## src/rtl/uart_fifo_periph.sv

```systemverilog
// FIFO-buffered UART peripheral on the core data bus: paced TX FIFO drained to a
// bench byte stream (or looped back into RX), RX FIFO filled from the bench.
module uart_fifo_periph #(
  parameter int DATA_W   = 8,
  parameter int TX_DEPTH = 8,
  parameter int RX_DEPTH = 8,
  parameter int TX_GAP   = 3
) (
  input  logic              clk,
  input  logic              resetn,
  input  logic [31:0]       addr,
  input  logic              req,
  input  logic              we,
  input  logic [3:0]        be,
  input  logic [31:0]       wdata,
  output logic [31:0]       rdata,
  output logic              gnt,
  output logic              rvalid,
  output logic              err,
  output logic              tx_valid,
  output logic [DATA_W-1:0] tx_data,
  input  logic              tx_ready,
  input  logic              rx_valid,
  input  logic [DATA_W-1:0] rx_data,
  output logic              rx_ready,
  output logic              irq
);

  localparam int TXA = $clog2(TX_DEPTH);
  localparam int RXA = $clog2(RX_DEPTH);
  localparam int TXC = TXA + 1;
  localparam int RXC = RXA + 1;
  localparam logic [7:0] GAP_LD = 8'(TX_GAP);

  localparam logic [1:0] REG_DATA = 2'b00;
  localparam logic [1:0] REG_RSVD = 2'b01;
  localparam logic [1:0] REG_STAT = 2'b10;
  localparam logic [1:0] REG_CTRL = 2'b11;

  logic [DATA_W-1:0] tx_mem [TX_DEPTH];
  logic [DATA_W-1:0] rx_mem [RX_DEPTH];
  logic [TXA-1:0]    tx_wr_ptr, tx_rd_ptr;
  logic [RXA-1:0]    rx_wr_ptr, rx_rd_ptr;
  logic [TXC-1:0]    tx_cnt;
  logic [RXC-1:0]    rx_cnt;
  logic [7:0]        gap;
  logic              loopback, rx_irq_en, tx_irq_en, tx_ovf;

  logic              tx_empty, tx_full, rx_nonempty, rx_full, tx_idle;
  logic [1:0]        sel;
  logic              wr_en, rd_en;
  logic              tx_push, tx_pop, rx_push, rx_pop, lb_push, tx_head_ok;
  logic              ovf_set, ovf_clr, ctrl_wr;
  logic [DATA_W-1:0] tx_head, rx_push_data;
  logic [31:0]       status, rdata_nxt;
  logic              err_nxt;
  logic              unused_bits;

  assign unused_bits = ^{addr[31:4], addr[1:0], be[3:1], wdata};

  assign tx_empty    = (tx_cnt == '0);
  assign tx_full     = (tx_cnt == TXC'(TX_DEPTH));
  assign rx_nonempty = (rx_cnt != '0);
  assign rx_full     = (rx_cnt == RXC'(RX_DEPTH));
  assign tx_idle     = tx_empty && (gap == 8'd0);
  assign tx_head     = tx_mem[tx_rd_ptr];

  assign sel   = addr[3:2];
  assign wr_en = req && we && be[0];
  assign rd_en = req && !we && be[0];
  assign gnt   = req;

  // Bus-side FIFO and register actions, all decided on pre-edge state.
  assign tx_push = wr_en && (sel == REG_DATA) && !tx_full;
  assign ovf_set = wr_en && (sel == REG_DATA) && tx_full;
  assign ovf_clr = wr_en && (sel == REG_STAT) && wdata[4];
  assign ctrl_wr = wr_en && (sel == REG_CTRL);
  assign rx_pop  = rd_en && (sel == REG_DATA) && rx_nonempty;

  // The TX head is offered either to the bench or, in loopback, straight to RX.
  assign tx_head_ok   = !tx_empty && (gap == 8'd0);
  assign tx_valid     = tx_head_ok && !loopback;
  assign tx_data      = tx_valid ? tx_head : '0;
  assign lb_push      = loopback && tx_head_ok && !rx_full;
  assign tx_pop       = lb_push || (tx_valid && tx_ready);
  assign rx_ready     = !rx_full && !loopback;
  assign rx_push      = lb_push || (rx_valid && rx_ready);
  assign rx_push_data = loopback ? tx_head : rx_data;

  assign irq = (rx_irq_en && rx_nonempty) || (tx_irq_en && tx_empty);

  assign status = {8'd0, 8'(tx_cnt), 8'(rx_cnt), 2'b00,
                   tx_idle, tx_ovf, tx_full, tx_empty, rx_full, rx_nonempty};

  always_comb begin
    rdata_nxt = 32'd0;
    err_nxt   = req && (sel == REG_RSVD);
    if (req && !we) begin
      case (sel)
        REG_DATA: if (rx_pop) rdata_nxt = 32'(rx_mem[rx_rd_ptr]);
        REG_STAT: rdata_nxt = status;
        REG_CTRL: rdata_nxt = {29'd0, tx_irq_en, rx_irq_en, loopback};
        default:  rdata_nxt = 32'd0;
      endcase
    end
  end

  always_ff @(posedge clk) begin
    if (!resetn) begin
      rvalid <= 1'b0;
      err    <= 1'b0;
      rdata  <= 32'd0;
    end else begin
      rvalid <= req;
      err    <= err_nxt;
      rdata  <= rdata_nxt;
    end
  end

  always_ff @(posedge clk) begin
    if (!resetn) begin
      loopback  <= 1'b0;
      rx_irq_en <= 1'b0;
      tx_irq_en <= 1'b0;
      tx_ovf    <= 1'b0;
    end else begin
      if (ctrl_wr) begin
        loopback  <= wdata[0];
        rx_irq_en <= wdata[1];
        tx_irq_en <= wdata[2];
      end
      if (ovf_set)      tx_ovf <= 1'b1;
      else if (ovf_clr) tx_ovf <= 1'b0;
    end
  end

  // Every pop reloads the gap counter, spacing pops TX_GAP+1 cycles apart.
  always_ff @(posedge clk) begin
    if (!resetn)           gap <= 8'd0;
    else if (tx_pop)       gap <= GAP_LD;
    else if (gap != 8'd0)  gap <= gap - 8'd1;
  end

  always_ff @(posedge clk) begin
    if (!resetn) begin
      tx_wr_ptr <= '0;
      tx_rd_ptr <= '0;
      tx_cnt    <= '0;
    end else begin
      if (tx_push) tx_wr_ptr <= tx_wr_ptr + 1'b1;
      if (tx_pop)  tx_rd_ptr <= tx_rd_ptr + 1'b1;
      case ({tx_push, tx_pop})
        2'b10:   tx_cnt <= tx_cnt + 1'b1;
        2'b01:   tx_cnt <= tx_cnt - 1'b1;
        default: tx_cnt <= tx_cnt;
      endcase
    end
  end

  always_ff @(posedge clk) begin
    if (!resetn) begin
      rx_wr_ptr <= '0;
      rx_rd_ptr <= '0;
      rx_cnt    <= '0;
    end else begin
      if (rx_push) rx_wr_ptr <= rx_wr_ptr + 1'b1;
      if (rx_pop)  rx_rd_ptr <= rx_rd_ptr + 1'b1;
      case ({rx_push, rx_pop})
        2'b10:   rx_cnt <= rx_cnt + 1'b1;
        2'b01:   rx_cnt <= rx_cnt - 1'b1;
        default: rx_cnt <= rx_cnt;
      endcase
    end
  end

  // Storage is data-only; validity is carried entirely by the pointers and counts.
  always_ff @(posedge clk) begin
    if (tx_push) tx_mem[tx_wr_ptr] <= wdata[DATA_W-1:0];
  end

  always_ff @(posedge clk) begin
    if (rx_push) rx_mem[rx_wr_ptr] <= rx_push_data;
  end

endmodule

```

## config.mk

```make
export PLATFORM = sky130hd
export DESIGN_NAME = uart_fifo_periph
export DESIGN_NICKNAME = d
export VERILOG_FILES = /design/src/rtl/uart_fifo_periph.sv
export SDC_FILE = /design/constraint.sdc
export NUM_CORES = 1
export LEC_CHECK = 0
export ABC_AREA = 0
export CORE_ASPECT_RATIO = 0.6
export CORE_MARGIN = 4
export CORE_UTILIZATION = 40
export CTS_CLUSTER_SIZE = 14
export DETAILED_ROUTE_END_ITERATION = 10
export GPL_TIMING_DRIVEN = 0
export HOLD_SLACK_MARGIN = 0.12
export PLACE_DENSITY = 0.61
export SLEW_MARGIN = 20
export SYNTH_ARGS = -nofsm -noshare
export SYNTH_HDL_FRONTEND = slang
export SYNTH_SLANG_ARGS = --single-unit
```

## constraint.sdc

```tcl
create_clock -name clk -period 8.71 [get_ports clk]
set_clock_uncertainty 0.15 [all_clocks]
set_input_delay 0.871 -clock clk [delete_from_list [all_inputs] [get_ports clk]]
set_output_delay 0.871 -clock clk [all_outputs]
set_load 0.01 [all_outputs]
```

* Yosys cells after proc, flatten, opt, wreduce, memory -nomap -nowiden *
Memory sizes are Yosys's and may differ from the RTL's. A register that Yosys moved wholly into a read port is not among the register bits.
Cells that the tools add are included.

word-level totals
  word-level logic and storage cells = 96
  input bits = 82
  output and inout bits = 46
  memories kept = 2
  flip-flop bits (word level) = 66
  RAM bits = 128

memories
  memory  words  bits a word  read ports  clocked after memory_dff  wr ports  RTL line  RTL
  rx_mem  8      8            1           1                         1         41        logic [DATA_W-1:0] rx_mem [RX_DEPTH];
  tx_mem  8      8            1           1                         1         40        logic [DATA_W-1:0] tx_mem [TX_DEPTH];

cells by class
  equality and inequality tests = 9
  $add $sub $neg = 9
  reduce and logical (&&, ||, !) cells = 42
  multiplexer cells = 18
  bitwise operators = 1

operators with widths
  kind                 number
  $pmux 32 s3          1
  $mux 8               3
  $logic_and 1x1->1    23
  $pmux 4 s2           2
  $add 3x1->3 const B  4
  $mux 3               4
  $add 4x1->4 const B  2
  $eq 2x2->1 const B   4
  $eq 4x4->1 const B   2
  $logic_not 8->1      1
  $reduce_bool 2->1    4
  $reduce_bool 8->1    1
  $sub 4x1->4 const B  2
  $sub 8x1->8 const B  1
  $eq 2x1->1 const B   3
  $mux 1               6
  $logic_not 1->1      5
  $logic_not 4->1      1
  $mux 2               2
  $reduce_bool 4->1    1
  $logic_or 1x1->1     3
  $logic_not 2->1      1
  $reduce_and 2->1     1
  $reduce_or 2->1      1
  $not 1->1            1

* Logic depth before layout (Yosys ltp) *
  depth in word-level cells = 8
  mapped depth = 13
  mapped depth without buffers = 12

* Worst setup path after synthesis *
Ideal clock, no wire load.

  kind = in2reg
  start point = in addr[2]
  end point = reg tx_cnt[2]
  cell stages on the path = 11
  slack = 5.674 ns
  path buffers = 1
  arrival time = 2.813 ns
  data required time = 8.487 ns
  setup time = 0.073 ns
  cell sequence = clkbuf_1 > nand4b_1 > nor3_2 > inv_2 > ha_1 > xor2_1 > ha_1 > a21oi_1 > xor2_1 > or3_1 > a21oi_1

on the way
  word-level cells in the longest chain between the ends = 5
  elaborated cells between the ends (all ways) = 7
  classes of those cells = eq/ne (2); mux (1); reduce/logical (4)

ends and longest elaborated chain
  element                                          RTL line  RTL
  from (decl)                                      11        input logic [31:0] addr,
  $logic_not 2->1 (*)                              74        assign tx_push = wr_en && (sel == REG_DATA) && !tx_full;
  $logic_and 1x1->1 (*) (2 in a row)               74
  $eq 2x1->1 or $eq 2x2->1 (tied branches)         152       case ({tx_push, tx_pop})
  $pmux 4 s2 or $reduce_bool 2->1 (tied branches)  n/a
  to (signal assigned)                             153       2'b10: tx_cnt <= tx_cnt + 1'b1;
  to (signal assigned)                             154       2'b01: tx_cnt <= tx_cnt - 1'b1;
  to (signal assigned)                             155       default: tx_cnt <= tx_cnt;
  to (decl)                                        44        logic [TXC-1:0] tx_cnt;

Every way passes the cells marked *; elsewhere a longest branch is shown, timed or not.
A chain may end at the register's enable or synchronous reset.

==> metrics.txt <==
status=finished, final reports clean; Post-synth ARST share=0%; crit path time final=4051 ps; setup total negative slack=0 ps; CTS tree=done; Slew HR=28.19%; Post-DRT Antenna Nets=0; register area=just under 5000 um2; critical path launch point type=flip-flop; most common flop cell mapped by yosys=edfxtp_1; Reg clk slew, reported paths=70 ps; Area Overhead vs Synth=20.55%; reg2reg path depth=12; Post-synth EDFFs=around 130; Synth area leader=edfxtp_1; Longest Clk Path Bufs=2; row count=38; DP HPWL=12.42 mm; H-tree Lvls=4; Power Internal=about 1.5 mW; DRC violations left=0; Setup Fix Bufs, Post-CTS=0; Post-synth top cells=128 x edfxtp_1, 56 x dfxtp_1, 50 x nor2_1; max frequency=246.8 MHz; Comb pwr share=10.2%; r2r endpoint=tx_cnt[2]; gr usage total=16.40%; Mapped Cells=512; Syn Area/Cell=approximately 15 um2; fin nets=696; die area=21450 um2; wire per inst=19.85 um; worst min path class=flip-flop to flip-flop; post-cts resize count=0; largest net degree at the start of global routing=20; Filler Cells Inserted=1543; DR iter-0 viols=333; hold depth=2; final hold vios=0; critical path peak fanout=10; Seq/Total Area, Yosys=64.99%; grt total ovfl=0; vias in the first global route=4485; Leak=3.124 nW; synth warn=0; R2R Path Start=gap[0]; max-slew violations=0; total CTS buffers=17; Seq pwr share=roughly 50%; worst-skew pair later-pin latency=about 440 ps; Die W=186.4 um; top cell type's share of synthesized area=between 50 and 60%; pwr/cell area=~210 nW/um2; final setup vio count=0; Arrival @ worst endpoint=3030 ps; Fin Hold WS=roughly 340 ps; Worst IR Drop VDD=155.2 uV; critical path class=flip-flop to output port; share of cells above drive strength 1=19.19%; antenna violations before repair=0; core area=approximately 18000 um2; num ports=128; Final Power=1.966 mW; Antenna diodes=0; max-cap violations=0; synth unique cells=59; Synth Cell Area=7640 um2; chip height=115.1 um; Starting Density=41.52%; unrepaired setup endpoints after global routing=false; WL final=16.98 mm; first-pass GRT wire length=26.22 mm; switching power share of the total=25.75%; clk root buf=clkbuf_16; GPL Wtd Cong=0.7859; Critical Path Sink Type=output port; DR vias=around 4400; Final Cycle Share=46.51%; footprint of the multi-input gates=2497 um2; PortBufs=53; Initial DRT Pass Iterations=5; Vias/cell=5.166; count leader, synth=edfxtp_1; flop2flop setup slack=5180 ps; clk sink count=184; largest cells by area after synthesis=edfxtp_1 50%, dfxtp_1 15%, mux4_2 9.4%; Slew @ Worst Pin=between 1000 and 1500 ps; worst path required time=7690 ps; WHS Endpoint=tx_rd_ptr[2]; clock power share=39.6%; net load switching power=about 510 uW; CTS Hold Buffers Added=0; HP Start=tx_rd_ptr[2]; register bit count reported by yosys=184
-- power groups by stage --
| stage | Combinational, mW | Sequential [mW] | Clock, mW |
|---|---|---|---|
| 6_report | 0.200 | 0.988 | 0.778 |
| 5_1_grt | 0.224 | 0.990 | 0.826 |
| 4_1_cts | 0.199 | 0.987 | 0.788 |
| 3_5_place_dp | 0.198 | 1.01 | 0 |
| 3_3_place_gp | 0.189 | 1.00 | 0 |
| 2_1_floorplan | 0.141 | 1.00 | 0 |
-- worst max-delay path, cell delays in order (launching register included) --
cell and delay, ps:
dfxtp_1 310, buf_1 400, clkbuf_1 570, mux4_2 410, mux2i_1 310, nor2_1 90
clkdlybuf4s50_1 500
-- sequential cells by signal, summed over array words and instances, names as in the netlist, 3 cells and up, named ones only --
| signal | count |
|---|---|
| tx_rd_ptr | 3 |
| rx_wr_ptr | 3 |
| gap | 8 |
| rx_rd_ptr | 3 |
| rx_mem | 64 |
| rdata | 16 |
| tx_cnt | 4 |
| rx_cnt | 4 |
| tx_wr_ptr | 3 |
| tx_mem | 64 |
-- metal layers --
metal	up-vias	share of wire (%)	global-route usage, %	routed length (um)
met5	-	0	0	0
met1	2209	50	24.27	8560
li1	2079	-	-	-
met3	21	5.8	4.703	982
met2	108	42	23.59	7191
met4	0	1.4	5.071	242
-- cells by family after synthesis --
logic type / count (synthesis) / synth area share, %
flip-flops: 184 / 64.99
AND/OR/NAND/NOR: 136 / 10.15
multiplexers: 60 / 13.10
buffers and inverters: 54 / 3.849
AO/OA/AOI/OAI: 50 / 4.176
XOR/XNOR: 15 / 1.720
adder cells (fa/ha/maj): 12 / 1.965
other: 1 / 0.04908
-- cell usage in the layout, fill, tap and decap left out, types with 6 or more instances in the layout --
cell type / instances
o21ai_0: 12
xor2_1: 9
nand2b_1: 6
inv_1: 8
buf_4: 19
clkbuf_1: 9
buf_1: 6
mux2i_1: 28
and2_1: 8
buf_2: 11
clkbuf_16: 17
edfxtp_1: 128
nor2_1: 50
clkdlybuf4s50_1: 53
xnor2_1: 6
dfxtp_1: 56
nor3_2: 7
ha_1: 12
a21oi_1: 21
conb_1: 16
nand2_1: 22
mux4_2: 32
-- metrics by stage --
stage | utilization (%) | setup WS [ps] | instances | instance area, um2
after floorplan | - | 5674 | 527 | 7696
after global placement | 46.34 | 4096 | 820 | 8527
after detailed placement | 46.74 | 4694 | 823 | 8601
after CTS | 50.02 | 4618 | 855 | 9204
after global routing | 50.05 | 4522 | 855 | 9210
final | 50.05 | 4659 | 855 | 9210
-- how the worst max path moves through the flow --
| stage | to | slack, ps |
|---|---|---|
| floorplan | tx_cnt[2] | 5670 |
| global placement | tx_mem[0][3] | 4100 |
| detailed placement | tx_cnt[2] | 4690 |
| CTS | tx_data[1] | 4620 |
| global route | tx_data[1] | 4520 |
| finish | tx_data[1] | 4660 |
-- area by class of cell --
type | count | area share [%]
multi-input cells | 289 | 27.12
well taps | 240 | 3.260
repair buffers | 56 | 5.977
clock buffers | 17 | 4.619
clock inverters | 15 | 1.929
plain buffers | 44 | 2.785
inverters | 10 | 0.4076
flip-flops and latches | 184 | 53.91
Power figures use the tool's default switching activity.
